===== config.mk =====
export PLATFORM = sky130hd
export DESIGN_NAME = w_regfile
export DESIGN_NICKNAME = d
export VERILOG_FILES = /design/src/rtl/w_regfile.sv
export SDC_FILE = /design/constraint.sdc
export NUM_CORES = 1
export LEC_CHECK = 0
export CORE_MARGIN = 2
export CORE_UTILIZATION = 34
export CTS_CLUSTER_DIAMETER = 150
export CTS_CLUSTER_SIZE = 14
export DETAILED_ROUTE_END_ITERATION = 6
export HOLD_SLACK_MARGIN = 0.12
export PLACE_DENSITY_LB_ADDON = 0.25
export REMOVE_ABC_BUFFERS = 1
export SKIP_CTS_REPAIR_TIMING = 1
export SYNTH_ARGS = -nofsm -noshare
export SYNTH_HDL_FRONTEND = slang
export SYNTH_SLANG_ARGS = --single-unit

===== constraint.sdc =====
create_clock -name clk -period 2.35 [get_ports clk]
set_clock_uncertainty 0.05 [all_clocks]
set_input_delay 0.47 -clock clk [delete_from_list [all_inputs] [get_ports clk]]
set_output_delay 0.47 -clock clk [all_outputs]
set_load 0.01 [all_outputs]

===== src/rtl/w_regfile.sv =====
// Y86 write-back stage: W pipeline register, eight-entry program register file,
// two combinational decode read ports and a sticky halt/status latch.
module w_regfile #(
    parameter int          NREGS     = 8,
    parameter logic [31:0] RESET_ESP = 32'h0
) (
    input  logic        clk,
    input  logic        rst,
    input  logic        W_stall_i,
    input  logic        W_bubble_i,
    input  logic [3:0]  M_stat_i,
    input  logic [3:0]  M_icode_i,
    input  logic [31:0] M_valE_i,
    input  logic [31:0] M_valM_i,
    input  logic [3:0]  M_dstE_i,
    input  logic [3:0]  M_dstM_i,
    input  logic [3:0]  d_srcA_i,
    input  logic [3:0]  d_srcB_i,
    output logic [31:0] d_rvalA_o,
    output logic [31:0] d_rvalB_o,
    output logic [3:0]  W_stat_o,
    output logic [3:0]  W_icode_o,
    output logic [3:0]  W_dstE_o,
    output logic [3:0]  W_dstM_o,
    output logic [31:0] W_valE_o,
    output logic [31:0] W_valM_o,
    output logic [3:0]  stat_o,
    output logic        halted_o
);

    localparam logic [3:0] STAT_AOK = 4'h1;
    localparam logic [3:0] INOP     = 4'h1;
    localparam logic [3:0] RNONE    = 4'hF;
    localparam int         AW       = (NREGS > 1) ? $clog2(NREGS) : 1;

    logic [3:0]  w_stat_q, w_stat_d;
    logic [3:0]  w_icode_q, w_icode_d;
    logic [3:0]  w_dste_q, w_dste_d;
    logic [3:0]  w_dstm_q, w_dstm_d;
    logic [31:0] w_vale_q, w_vale_d;
    logic [31:0] w_valm_q, w_valm_d;
    logic [31:0] regs_q [NREGS];
    logic [31:0] regs_d [NREGS];
    logic        halted_q, halted_d;
    logic [3:0]  stat_lat_q, stat_lat_d;
    logic        wr_en;

    function automatic logic in_range(input logic [3:0] a);
        return (int'(a) < NREGS) && (a != RNONE);
    endfunction

    always_comb begin
        w_stat_d  = w_stat_q;
        w_icode_d = w_icode_q;
        w_dste_d  = w_dste_q;
        w_dstm_d  = w_dstm_q;
        w_vale_d  = w_vale_q;
        w_valm_d  = w_valm_q;
        if (!W_stall_i) begin
            if (W_bubble_i) begin
                w_stat_d  = STAT_AOK;
                w_icode_d = INOP;
                w_dste_d  = RNONE;
                w_dstm_d  = RNONE;
                w_vale_d  = 32'h0;
                w_valm_d  = 32'h0;
            end else begin
                w_stat_d  = M_stat_i;
                w_icode_d = M_icode_i;
                w_dste_d  = M_dstE_i;
                w_dstm_d  = M_dstM_i;
                w_vale_d  = M_valE_i;
                w_valm_d  = M_valM_i;
            end
        end
    end

    // A stalled W instruction commits only on the edge where W finally advances.
    assign wr_en = !halted_q && (w_stat_q == STAT_AOK) && !W_stall_i;

    always_comb begin
        regs_d = regs_q;
        if (wr_en && in_range(w_dste_q)) regs_d[w_dste_q[AW-1:0]] = w_vale_q;
        // valM written last so it wins when both destinations match.
        if (wr_en && in_range(w_dstm_q)) regs_d[w_dstm_q[AW-1:0]] = w_valm_q;
    end

    always_comb begin
        halted_d   = halted_q;
        stat_lat_d = stat_lat_q;
        if (!halted_q && (w_stat_q != STAT_AOK)) begin
            halted_d   = 1'b1;
            stat_lat_d = w_stat_q;
        end
    end

    always_ff @(posedge clk) begin
        if (!rst) begin
            w_stat_q   <= STAT_AOK;
            w_icode_q  <= INOP;
            w_dste_q   <= RNONE;
            w_dstm_q   <= RNONE;
            w_vale_q   <= 32'h0;
            w_valm_q   <= 32'h0;
            halted_q   <= 1'b0;
            stat_lat_q <= STAT_AOK;
            for (int i = 0; i < NREGS; i++) begin
                regs_q[i] <= (i == 4) ? RESET_ESP : 32'h0;
            end
        end else begin
            w_stat_q   <= w_stat_d;
            w_icode_q  <= w_icode_d;
            w_dste_q   <= w_dste_d;
            w_dstm_q   <= w_dstm_d;
            w_vale_q   <= w_vale_d;
            w_valm_q   <= w_valm_d;
            halted_q   <= halted_d;
            stat_lat_q <= stat_lat_d;
            regs_q     <= regs_d;
        end
    end

    assign d_rvalA_o = in_range(d_srcA_i) ? regs_q[d_srcA_i[AW-1:0]] : 32'h0;
    assign d_rvalB_o = in_range(d_srcB_i) ? regs_q[d_srcB_i[AW-1:0]] : 32'h0;

    assign W_stat_o  = w_stat_q;
    assign W_icode_o = w_icode_q;
    assign W_dstE_o  = w_dste_q;
    assign W_dstM_o  = w_dstm_q;
    assign W_valE_o  = w_vale_q;
    assign W_valM_o  = w_valm_q;
    assign stat_o    = halted_q ? stat_lat_q : w_stat_q;
    assign halted_o  = halted_q;

endmodule


# ---- Word-level counts from Yosys, hierarchy flattened
# Cells that the tools add are included.
dict set report word_totals {
  input_bits 92
  ff_bits 341
  latchBits 0
  n_memories 0
  word_cells 72
  rom_bits 0
  ramBits 0
}
dict set report classes {
  n_lt_le_gt_ge 10
  n_div 0
  bitwise 4
  mux 23
  shift 0
  eq_ne 6
  multipliers 0
  n_reduce_logical 13
  addsub 0
}
# cell n
set op_table {}
lappend op_table {{bitwise mux 256 bit} 2}
lappend op_table {{2-to-1 mux 256 bit} 2}
lappend op_table {{2-to-1 mux 32 bit} 10}
lappend op_table {{binary-select mux 32 bit (select 3 bit)} 2}
lappend op_table {{demux 32 bit (select 3 bit)} 2}
lappend op_table {{2-to-1 mux 4 bit} 5}
lappend op_table {{greater-or-equal comparator 4 bit (second input constant)} 4}
lappend op_table {{less-than comparator 4 bit (second input constant)} 4}
lappend op_table {{inequality test 4 bit (second input constant)} 4}
lappend op_table {{NOT 3 -> 4 bit} 4}
lappend op_table {{logical AND 1 bit} 11}
lappend op_table {{less-than comparator 4 x 1 -> 1 bit (second input constant)} 2}
lappend op_table {{equality test 4 x 1 -> 1 bit (second input constant)} 1}
lappend op_table {{inequality test 4 x 1 -> 1 bit (second input constant)} 1}
lappend op_table {{zero test 1 bit} 2}

# ---- Depth between registers and ports, before layout
# Gate-level depths: netlist of the first run.
dict set report logic_depth {
  ltp_word 9
  depth_mapped 8
  mapped_depth_nobuf 4
}

# ---- Worst setup path before layout of the first run
# Ideal clock, no wire load.
dict set report synth_path {
  path_kind {input to output}
  startpoint {input port d_srcA_i[0]}
  endpoint {output port d_rvalA_o[10]}
  path_slack_ns -0.063
  path_stages 5
  n_path_buf 2
  t_arrival_ns 1.893
  path_cell_list {clkbuf_1 buf_2 mux4_2 mux2i_1 nor2_1}
}
dict set report synth_between {
  elab_chain_cells 5
}
# element line
set synth_rtl {}
lappend synth_rtl {{start: declaration} 17} ;# input logic [3:0] d_srcA_i,
lappend synth_rtl {{NOT 3 -> 4 bit (not written as such)} 123} ;# assign d_rvalA_o = in_range(d_srcA_i) ? regs_q[d_srcA_i[AW-1:0]] : 32'h0;
lappend synth_rtl {{binary-select mux 32 bit (select 3 bit)} 123}
lappend synth_rtl {{2-to-1 mux 32 bit (not written as such) (2 in a row)} 123}
lappend synth_rtl {{2-to-1 mux 32 bit (*)} 123}
lappend synth_rtl {{end: declaration} 19} ;# output logic [31:0] d_rvalA_o,
# Every way passes the cells marked *; elsewhere a longest branch is shown, timed or not. The select of a mux whose other input is x is not followed.

# ---- Worst setup path after layout of the first run
dict set report layout_path {
  startpoint {input port d_srcB_i[0]}
  endpoint {output port d_rvalB_o[5]}
}
dict set report layout_between {
  elab_chain_cells 5
}
# element line
set layout_rtl {}
lappend layout_rtl {{start: declaration} 18} ;# input logic [3:0] d_srcB_i,
lappend layout_rtl {{NOT 3 -> 4 bit (not written as such)} 124} ;# assign d_rvalB_o = in_range(d_srcB_i) ? regs_q[d_srcB_i[AW-1:0]] : 32'h0;
lappend layout_rtl {{binary-select mux 32 bit (select 3 bit)} 124}
lappend layout_rtl {{2-to-1 mux 32 bit (not written as such) (2 in a row)} 124}
lappend layout_rtl {{2-to-1 mux 32 bit (*)} 124}
lappend layout_rtl {{end: declaration} 20} ;# output logic [31:0] d_rvalB_o,
# Marks and branches as above.

==> results_tabular.tex, run 1 <==
\begin{tabular}{lr}
\hline
Metric & Value \\
\hline
\multicolumn{2}{l}{\textbf{Worst setup path}} \\
CP startpoint & d\_srcB\_i[0] \\
Depth of the most critical reg-to-reg path & 4 \\
Nature of the critical path endpoint & output pin \\
Crit-path max cell delay & 520 ps \\
Critical Path AT & 1880 ps \\
Slowest cell on crit path & sky130\_fd\_sc\_hd\_\_mux4\_2 \\
Crit Path Class & input port to output pin \\
Data required, critical path & 1830 ps \\
Reg-to-reg critical path startpoint & W\_stat\_o[3] \\
FF-to-FF setup slack & 100 ps \\
Biggest fanout along the worst timing path & 5 \\
CP Buf/Inv Count & 5 \\
Family of cells with the greatest summed delay on the critical path & multiplexers \\
Type of origin of the critical path & input port \\
Ordered cell list for the critical path & buf\_12, buf\_8, clkbuf\_16, buf\_4, mux4\_2, mux2i\_4, nor2\_2, clkbuf\_2 \\
Worst r2r dst & regs\_q[150] \\
\multicolumn{2}{l}{\textbf{STA}} \\
Final setup viols & 7 \\
Worst Tran Pin Value & 715.8 ps \\
Post-route fraction of the period consumed by the critical path & 102.3\% \\
Least setup slack across all paths after layout & -53.70 ps \\
Pins Over Slew Limit & 0 \\
Setup repair after global routing missed its margin & true \\
Final total negative setup slack & -215.8 ps \\
Achievable clock frequency & 0.4160 GHz \\
Slew Limit Headroom & 52.28\% \\
Period minus WS final & 2404 ps \\
Hold violation count in the final report & 0 \\
\multicolumn{2}{l}{\textbf{Hold path}} \\
Class of the tightest hold or removal check & input port to register \\
Sink of the worst hold path & regs\_q[48] \\
Launch instance of the worst min-delay path & rst \\
Number of stages on the worst hold path & 3 \\
\multicolumn{2}{l}{\textbf{Global route}} \\
Initial antenna violation count & 0 \\
GRT Total Usage & 23.27\% \\
Vias in the first global route & 16500 \\
Aggregate global routing overflow & 0 \\
Wire length of the first global-routing pass & 98700 um \\
Maximum number of pins on one net before global-route repair & 92 \\
\multicolumn{2}{l}{\textbf{Synthesis}} \\
Async SR Flop Fraction & 0\% \\
Sequential-to-total area share from yosys stat & 37.78\% \\
Area fraction in compound gates after synthesis & 18.90\% \\
Count of different cell masters after synthesis & 35 \\
Post-synthesis register bit count & 341 \\
Count of synthesis-stage warnings from yosys & 0 \\
Post-Synth XOR/XNOR Area & 0\% \\
Commonest register cell after synthesis & sky130\_fd\_sc\_hd\_\_dfxtp\_1 \\
Dominant combinational cell family by area after synthesis & multiplexers \\
Simple-gate share of the synthesized area & 13.99\% \\
Proportion of synthesized area in mux cells & 23.29\% \\
Post-synth EDFFs & 0 \\
Post-Syn Area per Cell & 9.022 um2 \\
Area of the mapped netlist & 0.01807 mm2 \\
Cell count after synthesis & 2003 \\
Adder-cell area share of the yosys netlist & 0\% \\
\multicolumn{2}{l}{\textbf{Floorplanning}} \\
Die span in x & 234.5 um \\
Die footprint & 0.05501 mm2 \\
Effective utilization at floorplan & 34.39\% \\
Core outline area & 0.05255 mm2 \\
Count of pins on the block boundary & 241 \\
Y dimension of the die & 234.5 um \\
Standard-cell rows & 84 \\
\multicolumn{2}{l}{\textbf{Layout}} \\
Number of fillers in the final layout & 5050 \\
Post-route design area & 0.02284 mm2 \\
Layout Nets & 2300 \\
Most frequent standard cell in the layout excluding fill and tap cells & sky130\_fd\_sc\_hd\_\_nand2\_1 \\
Synth-to-layout area growth & 26.41\% \\
Layout cell share with drive strength beyond 1 & 20.60\% \\
Non-Filler Instances & 2898 \\
Most frequent cells in the layout & sky130\_fd\_sc\_hd\_\_nand2\_1 (394), sky130\_fd\_sc\_hd\_\_dfxtp\_1 (306), sky130\_fd\_sc\_hd\_\_o21ai\_0 (255), sky130\_fd\_sc\_hd\_\_a31oi\_1 (192), sky130\_fd\_sc\_hd\_\_clkdlybuf4s50\_1 (162) \\
\multicolumn{2}{l}{\textbf{Placed design}} \\
Placed Area & 0.02172 mm2 \\
Global placer's final weighted congestion & 0.8167 \\
Buffers added on ports & 240 \\
Placed cells & 2840 \\
Half-perimeter wire length after detailed placement & 44000 um \\
\multicolumn{2}{l}{\textbf{Power and ir drop}} \\
Reported leakage power & 8.503 nW \\
Total power consumption of the routed design & 11.72 mW \\
VDD IR-drop max & 0.0005477 V \\
Power per unit of standard cell area & 513.0 mW/mm2 \\
\multicolumn{2}{l}{\textbf{Route}} \\
Average vias per placed instance & 5.841 \\
Post-route antenna net violation count & 0 \\
DR pass1 iterations & 6 \\
DRC & 0 \\
Number of vias after detailed routing & 16930 \\
Violation count after the first detailed-routing iteration & 1680 \\
Post-Route WL & 66760 um \\
Wirelength per Cell & 23.03 um \\
\multicolumn{2}{l}{\textbf{Clocking}} \\
Number of buffers on the longest clock path & 3 \\
Clock insertion delay at the later pin of the skew report & 580 ps \\
Number of clock sinks seen by CTS & 341 \\
TritonCTS clock tree & built \\
Clock buffers created by TritonCTS & 28 \\
Buffer cell driving the clock tree root & sky130\_fd\_sc\_hd\_\_clkbuf\_16 \\
Clock slew at reported path FFs & 70 ps \\
Count of H-tree levels built during CTS & 1 \\
\multicolumn{2}{l}{\textbf{Status}} \\
Failing checks & negative setup slack \\
Run status & finished, violations left \\
\multicolumn{2}{l}{\textbf{Flow run}} \\
Max-cap violations & 0 \\
\hline
\end{tabular}
[kinds of logic (layout without fill, tap and decap cells)]
family	after synthesis	count (layout)
buffers and inverters	234	440
DFF	341	341
muxes	260	260
other	0	1
and+or+nand+nor	571	571
AOI/OAI and AO/OA	597	597
[per-layer routing]
| layer | part of all wire (%) | track usage, % | vias up |
|---|---|---|---|
| li1 | - | - | 7699 |
| met3 | 7.6 | 3.573 | 99 |
| met1 | 43 | 31.53 | 8348 |
| met5 | 0 | 0 | - |
| met2 | 47 | 38.62 | 781 |
| met4 | 1.8 | 6.270 | 0 |
[area by class of cell]
cell class	count	area, um2	share of cell area (%)
repair buffers	407	4086	17.89
diodes	1	2.502	0.01095
clock inverters	2	13.76	0.06025
clock buffers	29	725.7	3.177
well taps	688	860.8	3.768
flip-flops and latches	341	6873	30.09
inverters	2	7.507	0.03286
multi-input cells	1428	10270	44.98
[state kept, by name, indices dropped and copies added, names as in the netlist]
name,cells
W_stat_o,4
W_valE_o,32
stat_lat_q,4
regs_q,256
W_icode_o,4
halted_o,1
W_dstE_o,4
W_dstM_o,4
W_valM_o,32
[through the flow]
step	hold WS (ps)	utilization, %	worst slack, ps
2_1_floorplan	395.3	-	-2028
3_3_place_gp	413.0	41.33	-429.2
3_5_place_dp	420.1	41.33	-449.9
4_1_cts	333.4	42.74	-488.3
5_1_grt	370.9	43.47	-99.16
6_report	369.9	43.47	-53.70
[worst reg2reg max path: cells and delay by family (launching register included)]
| kind | cells | cell delay, ps |
|---|---|---|
| and+or+nand+nor | 3 | 1610 |
| AOI/OAI and AO/OA | 1 | 90 |
| DFF | 1 | 360 |
[power by group]
part,switching (mW),internal (mW),leakage [nW]
registers,0.132,5.85,2.77
clock network,2.18,2.17,0.365
logic,0.673,0.708,5.37
[synthesized netlist by cell type (2+ instances only)]
library cell                 n  share of area (%)
sky130_fd_sc_hd__o22ai_1    10               0.35
sky130_fd_sc_hd__inv_2       2              0.042
sky130_fd_sc_hd__a22oi_1    69                2.9
sky130_fd_sc_hd__nand4b_1    4               0.19
sky130_fd_sc_hd__a31oi_1   192                6.6
sky130_fd_sc_hd__buf_8      12                1.0
sky130_fd_sc_hd__nor2_1     69                1.4
sky130_fd_sc_hd__o21ai_0   255                7.1
sky130_fd_sc_hd__nor2b_1    73                2.5
sky130_fd_sc_hd__dfxtp_1   341                 38
sky130_fd_sc_hd__buf_6       5               0.31
sky130_fd_sc_hd__mux2i_1   128                7.1
sky130_fd_sc_hd__buf_1       9               0.19
sky130_fd_sc_hd__mux4_2    128                 16
sky130_fd_sc_hd__and4_1      2              0.097
sky130_fd_sc_hd__nand4_1     8               0.28
sky130_fd_sc_hd__nand2_1   394                8.2
sky130_fd_sc_hd__buf_2      33               0.91
sky130_fd_sc_hd__o21ai_1     2              0.055
sky130_fd_sc_hd__clkbuf_1  173                3.6
sky130_fd_sc_hd__nor3_1      2              0.055
sky130_fd_sc_hd__mux2_1      3               0.19
sky130_fd_sc_hd__or4_4       4               0.25
sky130_fd_sc_hd__nor4_4      4               0.47
sky130_fd_sc_hd__a21oi_1    68                1.9
sky130_fd_sc_hd__nor3b_1     4               0.17
[how the worst max path moves through the flow]
stage	to	depth (start not counted)
after global placement	d_rvalB_o[13]	7
after CTS	d_rvalA_o[13]	5
after floorplan	regs_q[100]	4
after global routing	d_rvalB_o[0]	9
final	d_rvalB_o[5]	8
after detailed placement	d_rvalB_o[1]	6
(Power assumes the default switching activity.)
==> run 2: changes to the inputs <==
--- a/config.mk
+++ b/config.mk
@@ -9,3 +9,3 @@
 export CORE_UTILIZATION = 34
-export CTS_CLUSTER_DIAMETER = 150
+export CTS_CLUSTER_DIAMETER = 50
 export CTS_CLUSTER_SIZE = 14
==> constraint.sdc (replaced) <==
create_clock -name clk -period 2.35 [get_ports clk]
set_clock_uncertainty 0.05 [all_clocks]
set_input_delay 0.705 -clock clk [delete_from_list [all_inputs] [get_ports clk]]
set_output_delay 0.705 -clock clk [all_outputs]
set_load 0.01 [all_outputs]
==> results_tabular.tex, run 2 (synthesized netlist as in run 1, its figures left out) <==
\begin{tabular}{lr}
\hline
Metric & Value \\
\hline
\multicolumn{2}{l}{\textbf{Global route}} \\
Met2 Track Usage GR & 37.69\% \\
Aggregate global routing overflow & 0 \\
Met3 capacity usage during global routing & 4.566\% \\
Wire length of the first global-routing pass & 101000 um \\
Initial antenna violation count & 0 \\
Global-route layer with the greatest usage & met2 \\
Maximum number of pins on one net before global-route repair & 76 \\
Vias in the first global route & 16970 \\
Global routing usage on met1 & 32.22\% \\
GRT Total Usage & 23.79\% \\
\multicolumn{2}{l}{\textbf{Route}} \\
Post-route antenna net violation count & 0 \\
Post-Route WL & 67620 um \\
DR pass1 iterations & 5 \\
Violation count after the first detailed-routing iteration & 1488 \\
Wirelength per Cell & 22.43 um \\
Number of vias after detailed routing & 17480 \\
DRC & 0 \\
Average vias per placed instance & 5.799 \\
\multicolumn{2}{l}{\textbf{Worst setup path}} \\
Data required, critical path & 1590 ps \\
Biggest fanout along the worst timing path & 7 \\
Critical path depth in cells & 8 \\
Crit Path Class & input port to output pin \\
Slowest cell on crit path & sky130\_fd\_sc\_hd\_\_mux4\_2 \\
Crit-path max cell delay & 490 ps \\
Nature of the critical path endpoint & output pin \\
Family of cells with the greatest summed delay on the critical path & buffers and inverters \\
Ordered cell list for the critical path & buf\_16, buf\_12, buf\_12, buf\_12, mux4\_2, mux2i\_1, nor2\_1, clkbuf\_2 \\
Most used cell, CP & sky130\_fd\_sc\_hd\_\_buf\_12 \\
Type of origin of the critical path & input port \\
Critical Path AT & 2080 ps \\
Depth of the most critical reg-to-reg path & 5 \\
CP Buf/Inv Count & 5 \\
\multicolumn{2}{l}{\textbf{Floorplanning}} \\
Die span in x & 234.5 um \\
Core outline area & 0.05255 mm2 \\
Y dimension of the die & 234.5 um \\
Die footprint & 0.05501 mm2 \\
Standard-cell rows & 84 \\
Count of pins on the block boundary & 241 \\
Effective utilization at floorplan & 34.39\% \\
\multicolumn{2}{l}{\textbf{Layout}} \\
Synth-to-layout area growth & 35.38\% \\
Layout cell share with drive strength beyond 1 & 24.37\% \\
Post-route design area & 0.02446 mm2 \\
Layout Nets & 2381 \\
Most flops, register & regs\_q \\
Most frequent cells in the layout & sky130\_fd\_sc\_hd\_\_nand2\_1 (394), sky130\_fd\_sc\_hd\_\_dfxtp\_1 (324), sky130\_fd\_sc\_hd\_\_o21ai\_0 (255), sky130\_fd\_sc\_hd\_\_a31oi\_1 (192), sky130\_fd\_sc\_hd\_\_clkdlybuf4s50\_1 (154) \\
Largest register FFs & 256 \\
Non-Filler Instances & 3015 \\
Number of fillers in the final layout & 4887 \\
Area of the multi-input gates & 0.01024 mm2 \\
Most frequent standard cell in the layout excluding fill and tap cells & sky130\_fd\_sc\_hd\_\_nand2\_1 \\
Ant. Diodes & 0 \\
Sequential cell area in the final layout & 0.006865 mm2 \\
\multicolumn{2}{l}{\textbf{STA}} \\
Final setup viols & 64 \\
Post-route fraction of the period consumed by the critical path & 120.8\% \\
Period minus WS final & 2839 ps \\
Setup repair after global routing missed its margin & true \\
Slew Limit Headroom & 60.29\% \\
Hold violation count in the final report & 0 \\
Worst slack on hold paths & 426.0 ps \\
Least setup slack across all paths after layout & -488.7 ps \\
Achievable clock frequency & 0.3523 GHz \\
Worst Tran Pin Value & 594.4 ps \\
Pins Over Slew Limit & 0 \\
Final total negative setup slack & -25540 ps \\
\multicolumn{2}{l}{\textbf{Clocking}} \\
Number of clock sinks seen by CTS & 341 \\
Number of buffers on the longest clock path & 3 \\
Clock insertion delay at the later pin of the skew report & 610 ps \\
Buffer cell driving the clock tree root & sky130\_fd\_sc\_hd\_\_clkbuf\_16 \\
TritonCTS clock tree & built \\
Clock slew at reported path FFs & 50 ps \\
Count of H-tree levels built during CTS & 2 \\
Clock buffers created by TritonCTS & 48 \\
\multicolumn{2}{l}{\textbf{Power and ir drop}} \\
Total power consumption of the routed design & 15.11 mW \\
Power per unit of standard cell area & 617.8 mW/mm2 \\
VDD IR-drop max & 0.0004857 V \\
Reported leakage power & 9.187 nW \\
\multicolumn{2}{l}{\textbf{Placed design}} \\
Global placer's final weighted congestion & 0.8347 \\
Half-perimeter wire length after detailed placement & 44590 um \\
Placed Area & 0.02229 mm2 \\
Placed cells & 2877 \\
Buffers added on ports & 240 \\
\multicolumn{2}{l}{\textbf{Status}} \\
Failing checks & negative setup slack \\
Run status & finished, violations left \\
\multicolumn{2}{l}{\textbf{Flow run}} \\
Max-cap violations & 0 \\
\multicolumn{2}{l}{\textbf{Hold path}} \\
Number of stages on the worst hold path & 2 \\
Class of the tightest hold or removal check & register to register \\
\hline
\end{tabular}
==> run 2: area by class of cell <==
cell class / count / share of cell area, %
Timing Repair Buffer: 468 / 19.63
Clock inverter: 36 / 1.698
Multi-Input combinational cell: 1428 / 41.87
Inverter: 2 / 0.03069
Sequential cell: 341 / 28.06
Clock buffer: 52 / 5.186
Tap cell: 688 / 3.519
==> run 2: worst paths after layout <==
path / slack (ps) / endpoint / start
max: -490 / d_rvalA_o[15] / d_srcA_i[0]
min: 430 / W_icode_o[0] / W_icode_o[0]
max reg2reg: 190 / regs_q[191] / W_stat_o[1]
min reg2reg: 430 / W_icode_o[0] / W_icode_o[0]
==> run 2: tightest hold or removal path: cells and delay by family, from the launching register on <==
family	cells	cell delay (ps)
DFF	1	320
and+or+nand+nor	1	50
AOI/OAI and AO/OA	1	70
==> run 2: where the power goes <==
| group | leakage, nW | switching, mW | internal (mW) |
|---|---|---|---|
| Sequential | 2.76 | 0.0671 | 5.85 |
| Combinational | 5.62 | 0.757 | 0.791 |
| Clock | 0.803 | 3.17 | 4.48 |
| Total | 9.19 | 3.99 | 11.1 |
==> run 2: metrics by stage <==
step	util [%]	setup slack, ps
floorplan	-	-2028
global placement	42.41	-868.9
detailed placement	42.41	-880.5
CTS	45.61	-890.3
global route	46.55	-532.5
finish	46.55	-488.7
==> run 2: routing by layer <==
| layer | part of all wire (%) | wire, um |
|---|---|---|
| met5 | 0 | 0 |
| met4 | 2.5 | 1708 |
| met3 | 7.7 | 5221 |
| met2 | 46 | 31270 |
| met1 | 44 | 29420 |
==> run 3: changes to the inputs <==
SKIP_LAST_GASP = 1   (was not set)
==> results_tabular.tex, run 3 (synthesized netlist as in run 1, its figures left out) <==
\begin{tabular}{lr}
\hline
Metric & Value \\
\hline
\multicolumn{2}{l}{\textbf{Global route}} \\
Initial antenna violation count & 0 \\
Met2 Track Usage GR & 37.69\% \\
Vias in the first global route & 16970 \\
Aggregate global routing overflow & 0 \\
Maximum number of pins on one net before global-route repair & 76 \\
Wire length of the first global-routing pass & 101000 um \\
GRT Total Usage & 23.79\% \\
Met3 capacity usage during global routing & 4.566\% \\
Global-route layer with the greatest usage & met2 \\
Global routing usage on met1 & 32.22\% \\
\multicolumn{2}{l}{\textbf{STA}} \\
Hold violation count in the final report & 0 \\
Worst slack on hold paths & 426.0 ps \\
Slew Limit Headroom & 60.15\% \\
Setup repair after global routing missed its margin & true \\
Final setup viols & 64 \\
Period minus WS final & 2831 ps \\
Achievable clock frequency & 0.3533 GHz \\
Post-route fraction of the period consumed by the critical path & 120.5\% \\
Least setup slack across all paths after layout & -480.8 ps \\
Worst Tran Pin Value & 596.5 ps \\
Pins Over Slew Limit & 0 \\
Final total negative setup slack & -25390 ps \\
\multicolumn{2}{l}{\textbf{Floorplanning}} \\
Effective utilization at floorplan & 34.39\% \\
Die span in x & 234.5 um \\
Die footprint & 0.05501 mm2 \\
Y dimension of the die & 234.5 um \\
Core outline area & 0.05255 mm2 \\
Standard-cell rows & 84 \\
Count of pins on the block boundary & 241 \\
\multicolumn{2}{l}{\textbf{Layout}} \\
Largest register FFs & 256 \\
Layout cell share with drive strength beyond 1 & 24.37\% \\
Ant. Diodes & 0 \\
Number of fillers in the final layout & 4891 \\
Most flops, register & regs\_q \\
Synth-to-layout area growth & 35.34\% \\
Layout Nets & 2381 \\
Most frequent standard cell in the layout excluding fill and tap cells & sky130\_fd\_sc\_hd\_\_nand2\_1 \\
Most frequent cells in the layout & sky130\_fd\_sc\_hd\_\_nand2\_1 (394), sky130\_fd\_sc\_hd\_\_dfxtp\_1 (324), sky130\_fd\_sc\_hd\_\_o21ai\_0 (255), sky130\_fd\_sc\_hd\_\_a31oi\_1 (192), sky130\_fd\_sc\_hd\_\_clkdlybuf4s50\_1 (154) \\
\multicolumn{2}{l}{\textbf{Status}} \\
Failing checks & negative setup slack \\
Run status & finished, violations left \\
\multicolumn{2}{l}{\textbf{Clocking}} \\
Buffer cell driving the clock tree root & sky130\_fd\_sc\_hd\_\_clkbuf\_16 \\
Number of clock sinks seen by CTS & 341 \\
Count of H-tree levels built during CTS & 2 \\
TritonCTS clock tree & built \\
Clock slew at reported path FFs & 50 ps \\
Clock insertion delay at the later pin of the skew report & 610 ps \\
Clock buffers created by TritonCTS & 48 \\
Number of buffers on the longest clock path & 3 \\
\multicolumn{2}{l}{\textbf{Route}} \\
Post-route antenna net violation count & 0 \\
Post-Route WL & 67470 um \\
Violation count after the first detailed-routing iteration & 1535 \\
Wirelength per Cell & 22.38 um \\
DRC & 0 \\
Number of vias after detailed routing & 17480 \\
DR pass1 iterations & 5 \\
Average vias per placed instance & 5.797 \\
\multicolumn{2}{l}{\textbf{Worst setup path}} \\
Data required, critical path & 1590 ps \\
Biggest fanout along the worst timing path & 8 \\
Crit Path Class & input port to output pin \\
Nature of the critical path endpoint & output pin \\
Critical Path AT & 2080 ps \\
Type of origin of the critical path & input port \\
\multicolumn{2}{l}{\textbf{Power and ir drop}} \\
Total power consumption of the routed design & 15.12 mW \\
Power per unit of standard cell area & 618.2 mW/mm2 \\
Reported leakage power & 9.184 nW \\
VDD IR-drop max & 0.0004874 V \\
\multicolumn{2}{l}{\textbf{Placed design}} \\
Half-perimeter wire length after detailed placement & 44590 um \\
Global placer's final weighted congestion & 0.8347 \\
Setup Slack @ Placement & -880.5 ps \\
Buffers added on ports & 240 \\
\multicolumn{2}{l}{\textbf{Flow run}} \\
Max-cap violations & 0 \\
\multicolumn{2}{l}{\textbf{Hold path}} \\
Class of the tightest hold or removal check & register to register \\
\hline
\end{tabular}
-- run 3: changes by cell type in the layout (fill, tap and decap cells not counted) --
cell                    change
sky130_fd_sc_hd__buf_4      +1
sky130_fd_sc_hd__buf_8      -1
-- run 3: final cells by class --
class	count	area, um2	share of cell area (%)
Sequential cell	341	6865	28.07
Multi-Input combinational cell	1428	10240	41.88
Inverter	2	7.507	0.03070
Clock buffer	52	1269	5.188
Timing Repair Buffer	468	4796	19.61
Clock inverter	36	415.4	1.698
Tap cell	688	860.8	3.520
-- run 3: final timing paths --
path | start | to | slack (ps) | depth (start not counted)
worst max-delay path | d_srcB_i[0] | d_rvalB_o[17] | -480 | 8
worst min-delay path | W_icode_o[0] | W_icode_o[0] | 430 | 2
worst max register to register | W_stat_o[1] | regs_q[191] | 180 | 5
worst min register to register | W_icode_o[0] | W_icode_o[0] | 430 | 2
-- run 3: through the flow --
step | utilization [%] | cell area, um2 | cells
4_1_cts | 45.61 | 23970 | 2965
6_report | 46.54 | 24460 | 3015
3_5_place_dp | 42.41 | 22290 | 2877
3_3_place_gp | 42.41 | 22290 | 2877
2_1_floorplan | - | 16990 | 1771
5_1_grt | 46.54 | 24460 | 3015
-- run 3: power by group --
part	leakage (nW)	switching [mW]	internal, mW
combinational	5.62	0.756	0.790
sequential	2.76	0.0670	5.85
clock	0.803	3.17	4.48
-- run 3: routing by layer --
| metal | share of wire (%) | up-vias | wire (um) |
|---|---|---|---|
| li1 | - | 7899 | - |
| met1 | 43 | 8630 | 28960 |
| met2 | 46 | 818 | 31170 |
| met3 | 8.4 | 132 | 5667 |
| met4 | 2.5 | 0 | 1673 |
| met5 | 0 | - | 0 |
-- run 3: critical path, cell delays in order --
cell and delay (ps):
sky130_fd_sc_hd__buf_12 100, sky130_fd_sc_hd__buf_12 140, sky130_fd_sc_hd__buf_12 110, sky130_fd_sc_hd__buf_12 120, sky130_fd_sc_hd__mux4_2 500, sky130_fd_sc_hd__mux2i_1 190
sky130_fd_sc_hd__nor2_1 60, sky130_fd_sc_hd__clkbuf_2 130
